### config.mk
export PLATFORM = sky130hd
export DESIGN_NAME = mc_ctrl_fsm
export DESIGN_NICKNAME = d
export VERILOG_FILES = /design/src/rtl/mc_ctrl_fsm.sv
export SDC_FILE = /design/constraint.sdc
export NUM_CORES = 1
export LEC_CHECK = 0
export CAP_MARGIN = 30
export CORE_AREA = 3 3 99 54
export CTS_CLUSTER_DIAMETER = 50
export DETAILED_ROUTE_END_ITERATION = 12
export DIE_AREA = 0 0 102 57
export PLACE_DENSITY = 0.94
export REMOVE_ABC_BUFFERS = 1
export SLEW_MARGIN = 5
export SYNTH_ARGS = -nofsm -noshare
export SYNTH_HDL_FRONTEND = slang
export SYNTH_SLANG_ARGS = --single-unit
### constraint.sdc
create_clock -name clk -period 4.1 [get_ports clk]
set_input_delay 0.615 -clock clk [delete_from_list [all_inputs] [get_ports clk]]
set_output_delay 0.615 -clock clk [all_outputs]
set_load 0.05 [all_outputs]
### src/rtl/mc_ctrl_fsm.sv
// Multi-cycle MIPS-subset control unit: decodes the latched instruction and
// sequences the datapath strobes state by state (Moore, except branch PC write).
module mc_ctrl_fsm #(
  parameter int unsigned STATE_W = 4,
  parameter int unsigned CNT_W   = 32
) (
  input  logic               clk,
  input  logic               rst,
  input  logic [31:0]        ir_data,
  input  logic               zero,
  output logic               write_pc,
  output logic [1:0]         pcsource,
  output logic               write_ir,
  output logic               iord,
  output logic               write_mem,
  output logic               write_reg,
  output logic               regdst,
  output logic               memtoreg,
  output logic               alusrca,
  output logic [1:0]         alusrcb,
  output logic [2:0]         alu_ctrl,
  output logic [STATE_W-1:0] state,
  output logic               illegal,
  output logic [CNT_W-1:0]   instr_cnt
);

  typedef enum logic [STATE_W-1:0] {
    S_IF  = STATE_W'(0),
    S_ID  = STATE_W'(1),
    S_MA  = STATE_W'(2),
    S_MR  = STATE_W'(3),
    S_MW  = STATE_W'(4),
    S_WBM = STATE_W'(5),
    S_EXR = STATE_W'(6),
    S_WBR = STATE_W'(7),
    S_BR  = STATE_W'(8),
    S_JMP = STATE_W'(9),
    S_EXI = STATE_W'(10),
    S_WBI = STATE_W'(11)
  } state_t;

  localparam logic [5:0] OP_RTYPE = 6'b000000;
  localparam logic [5:0] OP_LW    = 6'b100011;
  localparam logic [5:0] OP_SW    = 6'b101011;
  localparam logic [5:0] OP_BEQ   = 6'b000100;
  localparam logic [5:0] OP_BNE   = 6'b000101;
  localparam logic [5:0] OP_J     = 6'b000010;
  localparam logic [5:0] OP_ADDI  = 6'b001000;

  localparam logic [2:0] ALU_AND = 3'b000;
  localparam logic [2:0] ALU_OR  = 3'b001;
  localparam logic [2:0] ALU_ADD = 3'b010;
  localparam logic [2:0] ALU_SUB = 3'b110;
  localparam logic [2:0] ALU_SLT = 3'b111;

  state_t     st;
  logic [5:0] opcode;
  logic [5:0] funct;
  logic       funct_ok;
  logic [2:0] funct_alu;
  logic       op_ok;
  logic       unused_bits;

  assign opcode      = ir_data[31:26];
  assign funct       = ir_data[5:0];
  assign unused_bits = ^ir_data[25:6];
  assign state       = st;

  // Opcode legality check used by ID for the illegal pulse
  always_comb begin
    op_ok = 1'b0;
    case (opcode)
      OP_RTYPE, OP_LW, OP_SW, OP_BEQ, OP_BNE, OP_J, OP_ADDI: op_ok = 1'b1;
      default: op_ok = 1'b0;
    endcase
  end

  // R-type funct decode into ALU operation and legality
  always_comb begin
    funct_ok  = 1'b1;
    funct_alu = ALU_AND;
    case (funct)
      6'b100000: funct_alu = ALU_ADD;
      6'b100010: funct_alu = ALU_SUB;
      6'b100100: funct_alu = ALU_AND;
      6'b100101: funct_alu = ALU_OR;
      6'b101010: funct_alu = ALU_SLT;
      default:   funct_ok  = 1'b0;
    endcase
  end

  // State sequencing and retired-instruction counter
  always_ff @(posedge clk) begin
    if (rst) begin
      st        <= S_IF;
      instr_cnt <= '0;
    end else begin
      case (st)
        S_IF: st <= S_ID;
        S_ID: begin
          case (opcode)
            OP_RTYPE:      st <= S_EXR;
            OP_LW, OP_SW:  st <= S_MA;
            OP_BEQ, OP_BNE: st <= S_BR;
            OP_J:          st <= S_JMP;
            OP_ADDI:       st <= S_EXI;
            default:       st <= S_IF;
          endcase
        end
        S_MA:  st <= (opcode == OP_LW) ? S_MR : S_MW;
        S_MR:  st <= S_WBM;
        S_EXR: st <= funct_ok ? S_WBR : S_IF;
        S_EXI: st <= S_WBI;
        S_WBR, S_WBM, S_MW, S_BR, S_JMP, S_WBI: begin
          st        <= S_IF;
          instr_cnt <= instr_cnt + CNT_W'(1);
        end
        default: st <= S_IF;
      endcase
    end
  end

  // Per-state strobe decode; ir_data changes on the edge into ID, so the
  // decode-dependent outputs are taken from the live state, not pre-registered
  always_comb begin
    write_pc  = 1'b0;
    pcsource  = 2'b00;
    write_ir  = 1'b0;
    iord      = 1'b0;
    write_mem = 1'b0;
    write_reg = 1'b0;
    regdst    = 1'b0;
    memtoreg  = 1'b0;
    alusrca   = 1'b0;
    alusrcb   = 2'b00;
    alu_ctrl  = ALU_AND;
    illegal   = 1'b0;
    if (!rst) begin
      case (st)
        S_IF: begin
          write_ir = 1'b1;
          alusrcb  = 2'b01;
          alu_ctrl = ALU_ADD;
          write_pc = 1'b1;
        end
        S_ID: begin
          alusrcb  = 2'b11;
          alu_ctrl = ALU_ADD;
          illegal  = ~op_ok;
        end
        S_EXR: begin
          alusrca  = 1'b1;
          alu_ctrl = funct_alu;
          illegal  = ~funct_ok;
        end
        S_WBR: begin
          write_reg = 1'b1;
          regdst    = 1'b1;
        end
        S_MA, S_EXI: begin
          alusrca  = 1'b1;
          alusrcb  = 2'b10;
          alu_ctrl = ALU_ADD;
        end
        S_MR: iord = 1'b1;
        S_WBM: begin
          write_reg = 1'b1;
          memtoreg  = 1'b1;
        end
        S_MW: begin
          iord      = 1'b1;
          write_mem = 1'b1;
        end
        S_BR: begin
          alusrca  = 1'b1;
          alu_ctrl = ALU_SUB;
          pcsource = 2'b01;
          write_pc = (opcode == OP_BNE) ? ~zero : zero;
        end
        S_JMP: begin
          pcsource = 2'b10;
          write_pc = 1'b1;
        end
        S_WBI: write_reg = 1'b1;
        default: ;
      endcase
    end
  end

endmodule

Yosys cells after proc, flatten, opt, wreduce, memory -nomap -nowiden. Cells that the tools add are included.

Input port bits: 35. Word-level logic and storage cells: 73. Register bits after elaboration: 36. Output and inout bits: 52.

Bitwise gates (word level): 3. Equality and inequality tests: 22. Add/subtract/negate cells: 1. Reductions and logical operators: 13. Multiplexer cells: 32.

Operator list (number): 6-bit equality test, second input constant (7); 32-bit by 1-bit adder with 32-bit output, second input constant (1); 4-bit case mux with 6 select lines (1); 4-bit case mux with 5 select lines (1); 1-bit 2-to-1 mux (19); 4-bit by 3-bit equality test with 1-bit output, second input constant (4); 4-bit equality test, second input constant (4); 6-bit by 3-bit equality test with 1-bit output, second input constant (2); 3-bit case mux with 4 select lines (1); 2-bit OR reduction (5); 3-bit 2-to-1 mux (3); 3-bit case mux with 3 select lines (1); 4-bit by 2-bit equality test with 1-bit output, second input constant (2); 4-bit OR reduction (2); 7-bit OR reduction (1); 6-bit by 2-bit equality test with 1-bit output, second input constant (1); 6-bit by 4-bit equality test with 1-bit output, second input constant (1); 6-bit zero test (1); 2-bit case mux with 3 select lines (1); 6-bit OR reduction (1); 5-bit OR reduction (1); 4-bit by 1-bit equality test with 1-bit output, second input constant (1); 4-bit zero test (1); 2-bit 2-to-1 mux (2); 4 further kinds (7).

Depth between registers and ports, before layout.
Word-level depth: 6. Gate-level depth with buffers: 7. Gate-level depth less buffers: 6.

Worst setup path after synthesis. Ideal clock, no wire load.

Path kind: reg-to-output. Start: register st[3], in the netlist state[3]. End: output port alusrcb[0]. Buffers on the path: 2. Stages on the path, launching flop included: 4. Data arrival time: 2.453 ns. Required time: 3.485 ns. Slack: 1.032 ns. Cell sequence: dfxtp_1 clkbuf_1 clkbuf_1 nor4_1.

Word-level cells in the longest chain between the ends: 4. Elaborated cells on any way between the ends: 7. Those cells by class: eq/ne (3); mux (2); reduce/logical (2).

Ends and longest elaborated chain: start, declared (RTL line 56) `state_t st;`; start signal, assigned (RTL line 110) `S_MA: st <= (opcode == OP_LW) ? S_MR : S_MW;`; start signal, assigned (RTL line 112) `S_EXR: st <= funct_ok ? S_WBR : S_IF;`; 4-bit by 2-bit equality test with 1-bit output / 4-bit equality test (equally long branches) (RTL line 139) `case (st)`; 2-bit OR reduction; 2-bit case mux with 3 select lines * (RTL line 139); 2-bit 2-to-1 mux * (RTL line 138) `if (!rst) begin`; end, declared (RTL line 20) `output logic [1:0] alusrcb,`.

Mark *: on every way between the ends. The rest lies on a longest branch, timed or not.

Worst setup path in the final report.
Start: input port rst. End: output port alusrca.

Word-level cells in the longest chain between the ends: 1.

Ends and longest elaborated chain: start, declared (RTL line 8) `input logic rst,`; 1-bit 2-to-1 mux (RTL line 138); end, declared (RTL line 19) `output logic alusrca,`.

No other way between the ends.

==> run_results.csv <==
group,metric,value,unit
floorplan,fp.dieW,102,um
logic_synthesis,ys_warn_count,0,
routing,drc,0,
logic_synthesis,synth_cells,269,
clock_network,cts_htree_levels,2,
grt,grt_usage,0.1946,
clock_network,path_clk_slew,70,ps
timing,worst_pin_slew,770.5,ps
place,place_congestion,0.8097,
clock_network,cts_setup_buffers,0,
timing,rsz0062_at_grt,"false",
worst_setup_path,cp-endpoint,"alusrca",
run_status,status,"finished, final reports clean",
grt,grt_util_met1,0.2363,
clock_network,root_buffer,"clkbuf_8",
hold_path,holdCritPathClass,"flip-flop to flip-flop",
logic_synthesis,synthFlopType,"dfxtp_1",
logic_synthesis,synth_area,0.002063,mm2
floorplan,core_area,0.004424,mm2
place,dp.cells,377,
grt,grt_use_met2,0.3407,
grt,grt_max_degree,34,
clock_network,ctsResizeCount,0,
routing,drtAntennaViolNets,0,
cells_and_area,fillCellCount,374,
routing,wirelength,5.379,mm
timing,fmax,0.3050,GHz
grt,top_usage_layer,"met2",
grt,first_global_vias,2039,
routing,post_drt_via_cell_ratio,5.626,
worst_setup_path,reg2reg_to,"instr_cnt[22]",
worst_setup_path,crit_type,"primary input to primary output",
timing,tns,0,ps
worst_setup_path,r2r-start,"state[0]",
timing,setup-violations-final,0,
routing,num_vias,2166,
timing,relSlewSlack,0.4824,
cells_and_area,mostFrequentLayoutCell,"clkdlybuf4s50_1",
clock_network,cts_tree,"done",
logic_synthesis,synth-edff-count,0,
grt,antenna_found_initial,0,
power_and_ir_drop,ir_drop,0.0001259,V
timing,fin_crit,3279,ps
floorplan,die_area,0.005814,mm2
worst_setup_path,cp-end-kind,"primary output",
floorplan,rows,17,
floorplan,io_pins,87,
clock_network,clk_latency,300,ps
timing,fin_crit_sh,0.7997,
floorplan,start_util,0.4663,
timing,hold_viol_final,0,
job,drv_cap,0,
worst_setup_path,arrival,2660,ps
grt,grt_overflow,0,
logic_synthesis,synthDistinctLibCells,42,
clock_network,clock-sinks,36,
clock_network,cts_buffers,5,
logic_synthesis,yosys-top-cells-area,"dfxtp_1 35%, nor2_1 9.5%, xor2_1 6.8%, xnor2_1 6.4%, nand4_1 3.6%",
clock_network,cts-hold-fix-buffers,0,
floorplan,dieHeight,57,um
place,hpwlAfterDp,3.881,mm
timing,drv_slew,0,
logic_synthesis,syn_area_per_cell,7.670,um2
logic_synthesis,yosysTopAreaCell,"dfxtp_1",
routing,detail_route.wl_per_cell,13.97,um
routing,drtIter0Drc,124,
worst_setup_path,r2r_slack,1750,ps
cells_and_area,antenna_cells,0,
cells_and_area,fin_cells,385,
grt,grt_pass1_wl,9.301,mm
place,io_buffers,66,
worst_setup_path,reg2regPathDepth,5,
worst_setup_path,required,3480,ps
logic_synthesis,synth_top_area_share,0.3493,
logic_synthesis,ys_seq_area_frac,0.3493,
grt,met3_usage,0.04762,
clock_network,clockBufferDepth,2,
power_and_ir_drop,p_leak,0.9423,nW
worst_setup_path,cp-start-kind,"primary input",
cells_and_area,num-nets-final,363,
cells_and_area,drive_above_1_share,0.05183,
power_and_ir_drop,power_density,249.4,mW/mm2
cells_and_area,area_delta_synth_final,37.23,%
logic_synthesis,synth_seq_cells,36,
routing,drtPass1Iterations,4,
logic_synthesis,synthArstFlopShare,0,
cells_and_area,layout_common_cells,"61 x clkdlybuf4s50_1, 52 x nor2_1, 36 x dfxtp_1",
worst_setup_path,path_max_fanout,33,
worst_setup_path,critPathLaunch,"rst",
timing,clock_skew,10.97,ps
-- cell families (layout without fill, tap and decap cells) --
logic type      Yosys count  in the layout  share of synthesized area
mux                       1              1                   0.004852
flops                    36             36                     0.3493
simple gates            154            154                     0.3820
fa+ha+maj                 1              1                   0.006063
xor+xnor                 32             32                     0.1395
compound gates           27             27                    0.08309
buf+inv                  18             77                    0.03517
-- state kept, by name, summed over array words and instances, names as in the netlist --
| register | count |
|---|---|
| instr_cnt | 32 |
| state | 4 |
-- critical path, stage by stage --
cell,delay (ps)
clkdlybuf4s50_1,640
buf_4,370
nor3_1,200
clkdlybuf4s50_1,830
-- metrics by stage --
step	worst slack (ps)	instance area (um2)	power (mW)	hold WS (ps)	utilization
6_report	821.1	2831	0.7062	534.7	0.6400
5_1_grt	670.8	2831	0.7345	568.7	0.6400
4_1_cts	856.2	2831	0.7089	526.6	0.6400
3_5_place_dp	860.7	2738	0.4468	516.8	0.6188
3_3_place_gp	850.8	2738	0.4448	504.8	0.6188
2_1_floorplan	975.0	1998	0.4043	684.1	-
-- power breakdown --
part,internal [mW],total (mW),switching (mW)
Sequential,0.351,0.356,0.00497
Combinational,0.0332,0.0837,0.0505
Clock,0.137,0.267,0.130
-- routing by layer --
| metal | vias to the layer above | wire length, um |
|---|---|---|
| met2 | 73 | 2720 |
| met3 | 9 | 283 |
| met1 | 1022 | 2263 |
| met5 | - | 0 |
| li1 | 1062 | - |
| met4 | 0 | 112 |
-- area by class of cell --
class	instances	area, um2	share of cell area
Clock inverter	1	7.507	0.002651
Inverter	2	7.507	0.002651
Timing Repair Buffer	67	668.1	0.2360
Multi-Input combinational cell	215	1270	0.4485
Clock buffer	7	86.33	0.03049
Tap cell	57	71.32	0.02519
Sequential cell	36	720.7	0.2545
-- how the worst min path moves through the flow --
stage	start	endpoint	slack, ps	depth (start not counted)
floorplan	rst	instr_cnt[11]	680	1
global placement	instr_cnt[1]	instr_cnt[1]	500	2
detailed placement	instr_cnt[1]	instr_cnt[1]	520	2
CTS	instr_cnt[1]	instr_cnt[1]	530	2
global route	instr_cnt[1]	instr_cnt[1]	570	2
finish	instr_cnt[31]	instr_cnt[31]	530	2
-- synthesized netlist by cell type (2+ instances only) --
library cell / n
a21oi_1: 6
dfxtp_1: 36
and2_1: 2
nand3_1: 13
nor2_1: 52
xor2_1: 16
nor4_1: 11
nand2_1: 18
and4_1: 3
nor3_1: 11
nand4_1: 12
clkbuf_1: 13
o311ai_0: 2
nor4bb_1: 2
and3_1: 9
xnor2_1: 15
or2_2: 2
inv_1: 2
or3_1: 4
a21boi_0: 3
nand2b_1: 3
nor2b_1: 5
o21ai_0: 8
nor3b_1: 3
Note: power is estimated with default switching activity, not from simulation.
